### src/rtl/back_end_arbiter_if.sv
// Bundle of the actor-side token handshake and the single FSL master link used by back_end_arbiter.
// FSL_M_CONTROL exists only when BACK_END_ARB_LAST_EN is defined.
interface back_end_arbiter_if #(
    parameter int NPORTS = 4,
    parameter int DATAW  = 32
);
    logic [NPORTS-1:0]       OUT_send;
    logic [NPORTS*DATAW-1:0] OUT_data;
    logic [NPORTS-1:0]       IN_ack;
    logic [NPORTS-1:0]       IN_rdy;
    logic                    FSL_M_WRITE;
    logic [DATAW-1:0]        FSL_M_DATA;
    logic                    FSL_M_FULL;
`ifdef BACK_END_ARB_LAST_EN
    logic                    FSL_M_CONTROL;

    modport master (
        input  OUT_send, OUT_data, FSL_M_FULL,
        output IN_ack, IN_rdy, FSL_M_WRITE, FSL_M_DATA, FSL_M_CONTROL
    );
    modport slave (
        output OUT_send, OUT_data, FSL_M_FULL,
        input  IN_ack, IN_rdy, FSL_M_WRITE, FSL_M_DATA, FSL_M_CONTROL
    );
`else
    modport master (
        input  OUT_send, OUT_data, FSL_M_FULL,
        output IN_ack, IN_rdy, FSL_M_WRITE, FSL_M_DATA
    );
    modport slave (
        output OUT_send, OUT_data, FSL_M_FULL,
        input  IN_ack, IN_rdy, FSL_M_WRITE, FSL_M_DATA
    );
`endif
endinterface

### src/rtl/back_end_arbiter.sv
// Round-robin burst arbiter sharing one FSL master link among NPORTS actor outputs.
// Optional feature macro BACK_END_ARB_LAST_EN adds FSL_M_CONTROL marking the last token of each burst.
//
// Handshake: a token moves from the owner port to FSL in any BURST cycle where
// OUT_send[g]=1, FSL_M_FULL=0 and the burst is not yet complete; that same cycle
// FSL_M_WRITE=1 and IN_ack[g]=1. Nothing is buffered; data is passed combinationally.
module back_end_arbiter #(
    parameter int NPORTS    = 4,
    parameter int SIZECOUNT = 12,
    parameter int DATAW     = 32
) (
    input  logic                 clk,
    input  logic                 rst,
    input  logic                 en,
    input  logic [SIZECOUNT-1:0] size,
    back_end_arbiter_if.master   fsl,
    output logic [NPORTS-1:0]    grant,
    output logic                 busy,
    output logic [1:0]           state_dbg   // 0 IDLE, 1 ARB, 2 BURST
);
    localparam int PW = $clog2(NPORTS);
    localparam logic [SIZECOUNT-1:0] ONE = SIZECOUNT'(1);

    typedef enum logic [1:0] {IDLE = 2'd0, ARB = 2'd1, BURST = 2'd2} state_t;

    state_t               state, state_n;
    logic [NPORTS-1:0]    grant_n;
    logic [PW-1:0]        last, last_n;
    logic [SIZECOUNT-1:0] count, count_n, size_q, size_q_n;

    logic                 hit;
    logic [PW-1:0]        hit_idx;
    logic [PW-1:0]        cand;
    int                   scan_idx;
    logic                 in_burst, owner_send, wr, last_tok;
    logic [DATAW-1:0]     data_sel;

    // Rotating priority search starting just after the previous owner.
    always_comb begin
        hit      = 1'b0;
        hit_idx  = last;
        cand     = last;
        scan_idx = 0;
        for (int k = 1; k <= NPORTS; k++) begin
            scan_idx = (int'(last) + k) % NPORTS;
            cand     = PW'(scan_idx);
            if (!hit && fsl.OUT_send[cand]) begin
                hit     = 1'b1;
                hit_idx = cand;
            end
        end
    end

    always_comb begin
        data_sel = '0;
        for (int i = 0; i < NPORTS; i++) begin
            if (grant[i]) data_sel = data_sel | fsl.OUT_data[i*DATAW +: DATAW];
        end
    end

    // count never passes size_q-1 while writing, so it cannot wrap even at the maximum size.
    assign in_burst   = (state == BURST);
    assign owner_send = |(fsl.OUT_send & grant);
    assign wr         = in_burst && owner_send && !fsl.FSL_M_FULL && (count < size_q);
    assign last_tok   = (count == size_q - ONE);

    assign fsl.FSL_M_WRITE = wr;
    assign fsl.FSL_M_DATA  = in_burst ? data_sel : '0;
    assign fsl.IN_ack      = wr ? grant : '0;
    assign fsl.IN_rdy      = (in_burst && !fsl.FSL_M_FULL) ? grant : '0;
`ifdef BACK_END_ARB_LAST_EN
    assign fsl.FSL_M_CONTROL = wr && last_tok;
`endif

    assign busy      = in_burst;
    assign state_dbg = state;

    always_comb begin
        state_n  = state;
        grant_n  = grant;
        last_n   = last;
        size_q_n = size_q;
        count_n  = count;
        case (state)
            IDLE: begin
                if (en) state_n = ARB;
            end
            ARB: begin
                if (!en) begin
                    state_n = IDLE;
                end else if (hit) begin
                    // A zero-size hit still moves the pointer so the port loses its turn.
                    last_n = hit_idx;
                    if (size != '0) begin
                        grant_n  = NPORTS'(1) << hit_idx;
                        size_q_n = size;
                        count_n  = '0;
                        state_n  = BURST;
                    end
                end
            end
            BURST: begin
                if (wr) begin
                    count_n = count + ONE;
                    if (last_tok) begin
                        grant_n = '0;
                        state_n = en ? ARB : IDLE;
                    end
                end
            end
            default: begin
                state_n = IDLE;
                grant_n = '0;
            end
        endcase
    end

    always_ff @(posedge clk or posedge rst) begin
        if (rst) begin
            state  <= IDLE;
            grant  <= '0;
            last   <= PW'(NPORTS - 1);
            size_q <= '0;
            count  <= '0;
        end else begin
            state  <= state_n;
            grant  <= grant_n;
            last   <= last_n;
            size_q <= size_q_n;
            count  <= count_n;
        end
    end
endmodule

### src/flat_wrapper.sv
// flat-port wrapper written by rule: the top's interface ports become plain ports
module back_end_arbiter_flat 
#(
    parameter int NPORTS    = 4,
    parameter int SIZECOUNT = 12,
    parameter int DATAW     = 32
)
  (clk, rst, en, size, grant, busy, state_dbg, fsl_OUT_send, fsl_OUT_data, fsl_FSL_M_FULL, fsl_IN_ack, fsl_IN_rdy, fsl_FSL_M_WRITE, fsl_FSL_M_DATA);
  back_end_arbiter_if #(.NPORTS(NPORTS), .DATAW(DATAW)) fsl_i ();
  input  logic clk;
  input  logic rst;
  input  logic en;
  input  logic [SIZECOUNT-1:0] size;
  output logic [NPORTS-1:0] grant;
  output logic busy;
  output logic [1:0] state_dbg;
  input wire logic [$bits(fsl_i.OUT_send)-1:0] fsl_OUT_send;
  input wire logic [$bits(fsl_i.OUT_data)-1:0] fsl_OUT_data;
  input wire logic [$bits(fsl_i.FSL_M_FULL)-1:0] fsl_FSL_M_FULL;
  output wire logic [$bits(fsl_i.IN_ack)-1:0] fsl_IN_ack;
  output wire logic [$bits(fsl_i.IN_rdy)-1:0] fsl_IN_rdy;
  output wire logic [$bits(fsl_i.FSL_M_WRITE)-1:0] fsl_FSL_M_WRITE;
  output wire logic [$bits(fsl_i.FSL_M_DATA)-1:0] fsl_FSL_M_DATA;
  assign fsl_i.OUT_send = fsl_OUT_send;
  assign fsl_i.OUT_data = fsl_OUT_data;
  assign fsl_i.FSL_M_FULL = fsl_FSL_M_FULL;
  assign fsl_IN_ack = fsl_i.IN_ack;
  assign fsl_IN_rdy = fsl_i.IN_rdy;
  assign fsl_FSL_M_WRITE = fsl_i.FSL_M_WRITE;
  assign fsl_FSL_M_DATA = fsl_i.FSL_M_DATA;
  back_end_arbiter #(.NPORTS(NPORTS), .SIZECOUNT(SIZECOUNT), .DATAW(DATAW)) u_core (.clk(clk), .rst(rst), .en(en), .size(size), .fsl(fsl_i), .grant(grant), .busy(busy), .state_dbg(state_dbg));
endmodule
### config.mk
export PLATFORM = sky130hd
export DESIGN_NAME = back_end_arbiter_flat
export DESIGN_NICKNAME = d
export VERILOG_FILES = /design/src/rtl/back_end_arbiter_if.sv /design/src/rtl/back_end_arbiter.sv /design/src/flat_wrapper.sv
export SDC_FILE = /design/constraint.sdc
export NUM_CORES = 1
export LEC_CHECK = 0
export CORE_MARGIN = 4
export CORE_UTILIZATION = 40
export CTS_CLUSTER_DIAMETER = 80
export CTS_CLUSTER_SIZE = 16
export DETAILED_ROUTE_END_ITERATION = 12
export PLACE_DENSITY = 0.93
export REMOVE_ABC_BUFFERS = 1
export SLEW_MARGIN = 20
export SYNTH_ARGS = -nofsm -noshare
export SYNTH_HDL_FRONTEND = slang
export SYNTH_SLANG_ARGS = --single-unit
### constraint.sdc
create_clock -name clk -period 4.6 [get_ports clk]
set_clock_uncertainty 0.2 [all_clocks]
set_input_delay 0.92 -clock clk [delete_from_list [all_inputs] [get_ports clk]]
set_output_delay 0.92 -clock clk [all_outputs]
set_load 0.03 [all_outputs]
* After elaboration in Yosys (flattened, before gate mapping)
Cells that the tools add are included.
** Word-level totals
- Register bits :: 32
- Bits of input ports :: 148
- Word-level logic and storage cells :: 95
** Operators by class
- $add $sub $neg :: 6
- Order comparisons :: 5
- Equal/unequal tests :: 11
- Shift operators :: 1
- Multiplexer cells :: 42
- Bitwise logic cells :: 5
- Reductions and logical operators :: 20
** Operator list (number)
- $mux 32 :: 5
- $or 32x32->32 :: 3
- $mux 12 :: 4
- $mux 4 :: 7
- $pmux 12 s2 :: 1
- $mux 2 :: 10
- $add 12x1->12 const B :: 1
- $eq 12x12->1 :: 1
- $lt 12x12->1 :: 1
- $lt 2x3->1 const B :: 4
- $pmux 4 s3 :: 1
- $reduce_bool 12->1 :: 1
- $sub 12x1->12 const B :: 1
- $reduce_and 5->1 :: 2
- $mux 1 :: 9
- $bmux 1 s2 :: 4
- $ne 2x2->1 const B :: 4
- $logic_and 1x1->1 :: 7
- $ne 3x2->1 const B :: 2
- $pmux 2 s3 :: 1
- $reduce_and 6->1 :: 1
- $add 2x1->2 const B :: 2
- $add 2x2->2 const B :: 2
- $and 4x4->4 :: 1
- other kinds (11) :: 15

* Depth between registers and ports, before layout
- Depth in word-level cells :: 18
- Gate-level depth with buffers :: 11

* Worst setup path before layout
Ideal clock, no wire load.
- Kind :: input to output
- Start point :: input fsl_OUT_send[1]
- End point :: output fsl_FSL_M_WRITE
- Arrival time :: 2.041 ns
- Setup slack :: 1.439 ns
- Stages on the path :: 6
- Cell sequence :: a22oi_1 > a2111oi_0 > o221a_2 > nand2_1 > inv_1 > buf_4
** Between the ends
- Word-level cells in the longest chain between the ends :: 5
** RTL lines
- start: declaration :: RTL line flat_wrapper.sv:17 : input wire logic [$bits(fsl_i.OUT_send)-1:0] fsl_OUT_send;
- $and 4x4->4 :: RTL line back_end_arbiter.sv:63 : assign owner_send = |(fsl.OUT_send & grant);
- $reduce_or 4->1 :: RTL line back_end_arbiter.sv:63
- $logic_and 1x1->1 (3 in a row) :: RTL line back_end_arbiter.sv:64 : assign wr = in_burst && owner_send && !fsl.FSL_M_FULL && (count < size_q);
- end: declaration :: RTL line flat_wrapper.sv:22 : output wire logic [$bits(fsl_i.FSL_M_WRITE)-1:0] fsl_FSL_M_WRITE;
No other way between the ends.

* Final worst setup path
- Start point :: input fsl_OUT_send[1]
- End point :: output fsl_IN_ack[3]
** Between the ends
- Word-level cells in the longest chain between the ends :: 6
** RTL lines
- $and 4x4->4 :: RTL line back_end_arbiter.sv:63
- $reduce_or 4->1 :: RTL line back_end_arbiter.sv:63
- $logic_and 1x1->1 (3 in a row) :: RTL line back_end_arbiter.sv:64
- $mux 4 :: RTL line back_end_arbiter.sv:69 : assign fsl.IN_ack = wr ? grant : '0;
- end: declaration :: RTL line flat_wrapper.sv:20 : output wire logic [$bits(fsl_i.IN_ack)-1:0] fsl_IN_ack;
No other way between the ends.

==> impl_metrics.json <==
{
  "status": "finished clean",
  "synthMuxAreaShare": 0.0154,
  "cts_setup_buffers": 0,
  "grt_max_degree": 46,
  "synth_compound_area_frac": 0.380,
  "initial_core_util": 0.413,
  "hold_viol_final": 0,
  "grt_pass1_vias": 3990,
  "synth_top_family_by_area": "compound AO/OA/AOI/OAI gates",
  "seq_area_frac_synth": 0.267,
  "mostFrequentLayoutCells": "194 x clkdlybuf4s50_1, 67 x a22oi_1, 42 x a21oi_1",
  "drt_iter0_markers": 313,
  "ir_worst_vdd_mv": 0.418,
  "clk_pin_slew_ps": 70,
  "final_util": 0.700,
  "ios": 196,
  "route.final.wire_length_um": 13800,
  "ant_nets": 0,
  "maxCapViolCount": 0,
  "grt_pass1_wl_um": 20600,
  "synth_fa_ha_area_frac": 0.0581,
  "grt-ovfl-total": 0,
  "area_growth_pct": 69.4,
  "core_area_um2": 7290,
  "setup_viol": 0,
  "synthArstFlopShare": 1.00,
  "synthDistinctLibCells": 50,
  "cts_buffers": 5,
  "vias_per_cell": 5.97,
  "num_vias": 3955,
  "ys_ff_latch": 32,
  "crit_chain": "clkdlybuf4s50_1 -> a22oi_1 -> a2111oi_1 -> o221a_2 -> and3_1 -> clkdlybuf4s50_1",
  "antenna_found_initial": 1,
  "synth_edf_count": 0,
  "syn_area_per_cell_um2": 7.81,
  "max_freq_mhz": 225,
  "wire_per_inst_um": 20.9,
  "layout_commonest_cell": "clkdlybuf4s50_1",
  "hold_path.class": "flop to flop",
  "crit_path_frequent_cell": "clkdlybuf4s50_1",
  "clk_latency_ps": 290,
  "tritoncts": "built",
  "crit_fanout": 6,
  "dieArea_um2": 8990,
  "first_pass_iters": 5,
  "crit_path_max_incr_delay_ps": 670,
  "finalSetupTns_ps": 0,
  "synth_xor_area_frac": 0.0436,
  "r2r_cells": 7,
  "cts_buffer_depth": 2,
  "diodes": 0,
  "nets": 725,
  "crit_path_start_kind": "input pin",
  "drc": 0,
  "hold_start": "u_core.last[0]",
  "synthSimpleGateAreaFrac": 0.171,
  "ctsRootBufferMaster": "clkbuf_8",
  "htree_levels": 2,
  "fin_crit_sh": 0.967,
  "final_layout_size_suffix_gt1_frac": 0.0443,
  "power_uw": 2260,
  "fp.dieH_um": 94.8,
  "crit_arrival_ps": 3330,
  "dp_hpwl_um": 11000,
  "numPortBuffers": 195,
  "p_per_area_nw_per_um2": 443,
  "fin_crit_ps": 4450,
  "grt_setup_unrepaired": "false",
  "r2r-start": "u_core.size_q[0]",
  "cts.sinks": 32,
  "gp_congestion": 0.913,
  "critPathLaunch": "fsl_OUT_send[1]",
  "worst_pin_slew_ps": 770,
  "syn-cell-area_um2": 3010,
  "yosysWarnings": 0,
  "leakagePower_uw": 0.00198,
  "rows": 31,
  "synthCells": 386,
  "crit_slowest_cell": "clkdlybuf4s50_1",
  "critPathKind": "input pin to output pin",
  "synth-main-ff-cell": "dfrtp_1",
  "grt_usage": 0.298,
  "required_ps": 3480,
  "dieWidth_um": 94.8,
  "cp-end-kind": "output pin",
  "slew_headroom": 0.486,
  "hold_depth": 2,
  "slew_viol_final": 0
}
## synth_stat cells, types with 2 or more instances
library cell / instances / share of area
a22oi_1: 67 / 0.17
a21oi_1: 42 / 0.070
nand2_1: 33 / 0.041
o21ai_0: 31 / 0.051
dfrtp_1: 30 / 0.25
clkbuf_1: 21 / 0.026
nor2_1: 19 / 0.024
inv_1: 17 / 0.021
ha_1: 14 / 0.058
and2_1: 10 / 0.021
and3_1: 10 / 0.021
xnor2_1: 9 / 0.026
buf_2: 7 / 0.012
nor3_1: 6 / 0.010
nor4_1: 6 / 0.012
xor2_1: 6 / 0.017
nand2b_1: 5 / 0.010
nand3_1: 5 / 0.0083
a221o_1: 4 / 0.013
buf_1: 3 / 0.0037
o31ai_1: 3 / 0.0075
a2111oi_0: 2 / 0.0058
a31oi_1: 2 / 0.0042
a32o_1: 2 / 0.0066
a41oi_1: 2 / 0.0058
and3b_1: 2 / 0.0058
dfstp_2: 2 / 0.017
mux2i_1: 2 / 0.0066
nand4_1: 2 / 0.0042
nor2b_1: 2 / 0.0042
## cell families after synthesis
| kind of cell | Yosys count |
|---|---|
| adder cells (fa/ha/maj) | 14 |
| buffers and inverters | 49 |
| flip-flops | 32 |
| AO/OA/AOI/OAI | 170 |
| XOR/XNOR | 15 |
| multiplexers | 4 |
| AND/OR/NAND/NOR | 102 |
## per-layer routing
metal / up-vias / global-route usage / part of all wire
met5: - / 0 / 0.00087
met4: 2 / 0.126 / 0.042
met3: 51 / 0.104 / 0.095
met2: 226 / 0.494 / 0.49
met1: 1864 / 0.348 / 0.37
li1: 1812 / - / -
## timing repair
item | CTS | global route
resized for setup | 0 | 1
hold buffers | 0 | 0
endpoints found under the setup margin | 0 | 4
## layout make-up
| cell class | instances | area, um2 |
|---|---|---|
| clock buffers | 7 | 86.3 |
| clock inverters | 1 | 7.51 |
| fillers | 588 | 2190 |
| inverters | 17 | 63.8 |
| multi-input cells | 305 | 2020 |
| flip-flops and latches | 32 | 803 |
| well taps | 99 | 124 |
| repair buffers | 202 | 2000 |
## sequential cells by signal (all words and copies together) (netlist names)
signal            flops
u_core.last           2
u_core.count         12
u_core.size_q        12
u_core.state_dbg      2
u_core.grant          4
## worst paths after layout
| path | end | slack, ps |
|---|---|---|
| setup / recovery | fsl_IN_ack[3] | 150 |
| hold / removal | u_core.last[0] | 340 |
| setup reg to reg | u_core.grant[2] | 1680 |
| hold reg to reg | u_core.last[0] | 340 |
| max in group asynchronous | u_core.count[11] | 2660 |
| min in group asynchronous | u_core.size_q[0] | 870 |
## worst max-delay path, delay by kind of cell
family          cells  cell delay [ps]
compound gates      3             1000
simple gates        1              180
buf+inv             2             1220
## through the flow
step	setup slack, ps	cells	instance area, um2	hold WS [ps]
4_1_cts	73.7	663	5100	341
3_5_place_dp	89.1	655	5010	328
3_3_place_gp	86.3	655	5010	316
6_report	154	663	5100	339
5_1_grt	33.2	663	5100	373
2_1_floorplan	964	354	2880	293
## power breakdown
part	switching [uW]	internal (uW)
sequential	125	375
combinational	876	660
clock	105	121
Note: power is estimated with default switching activity, not from simulation.
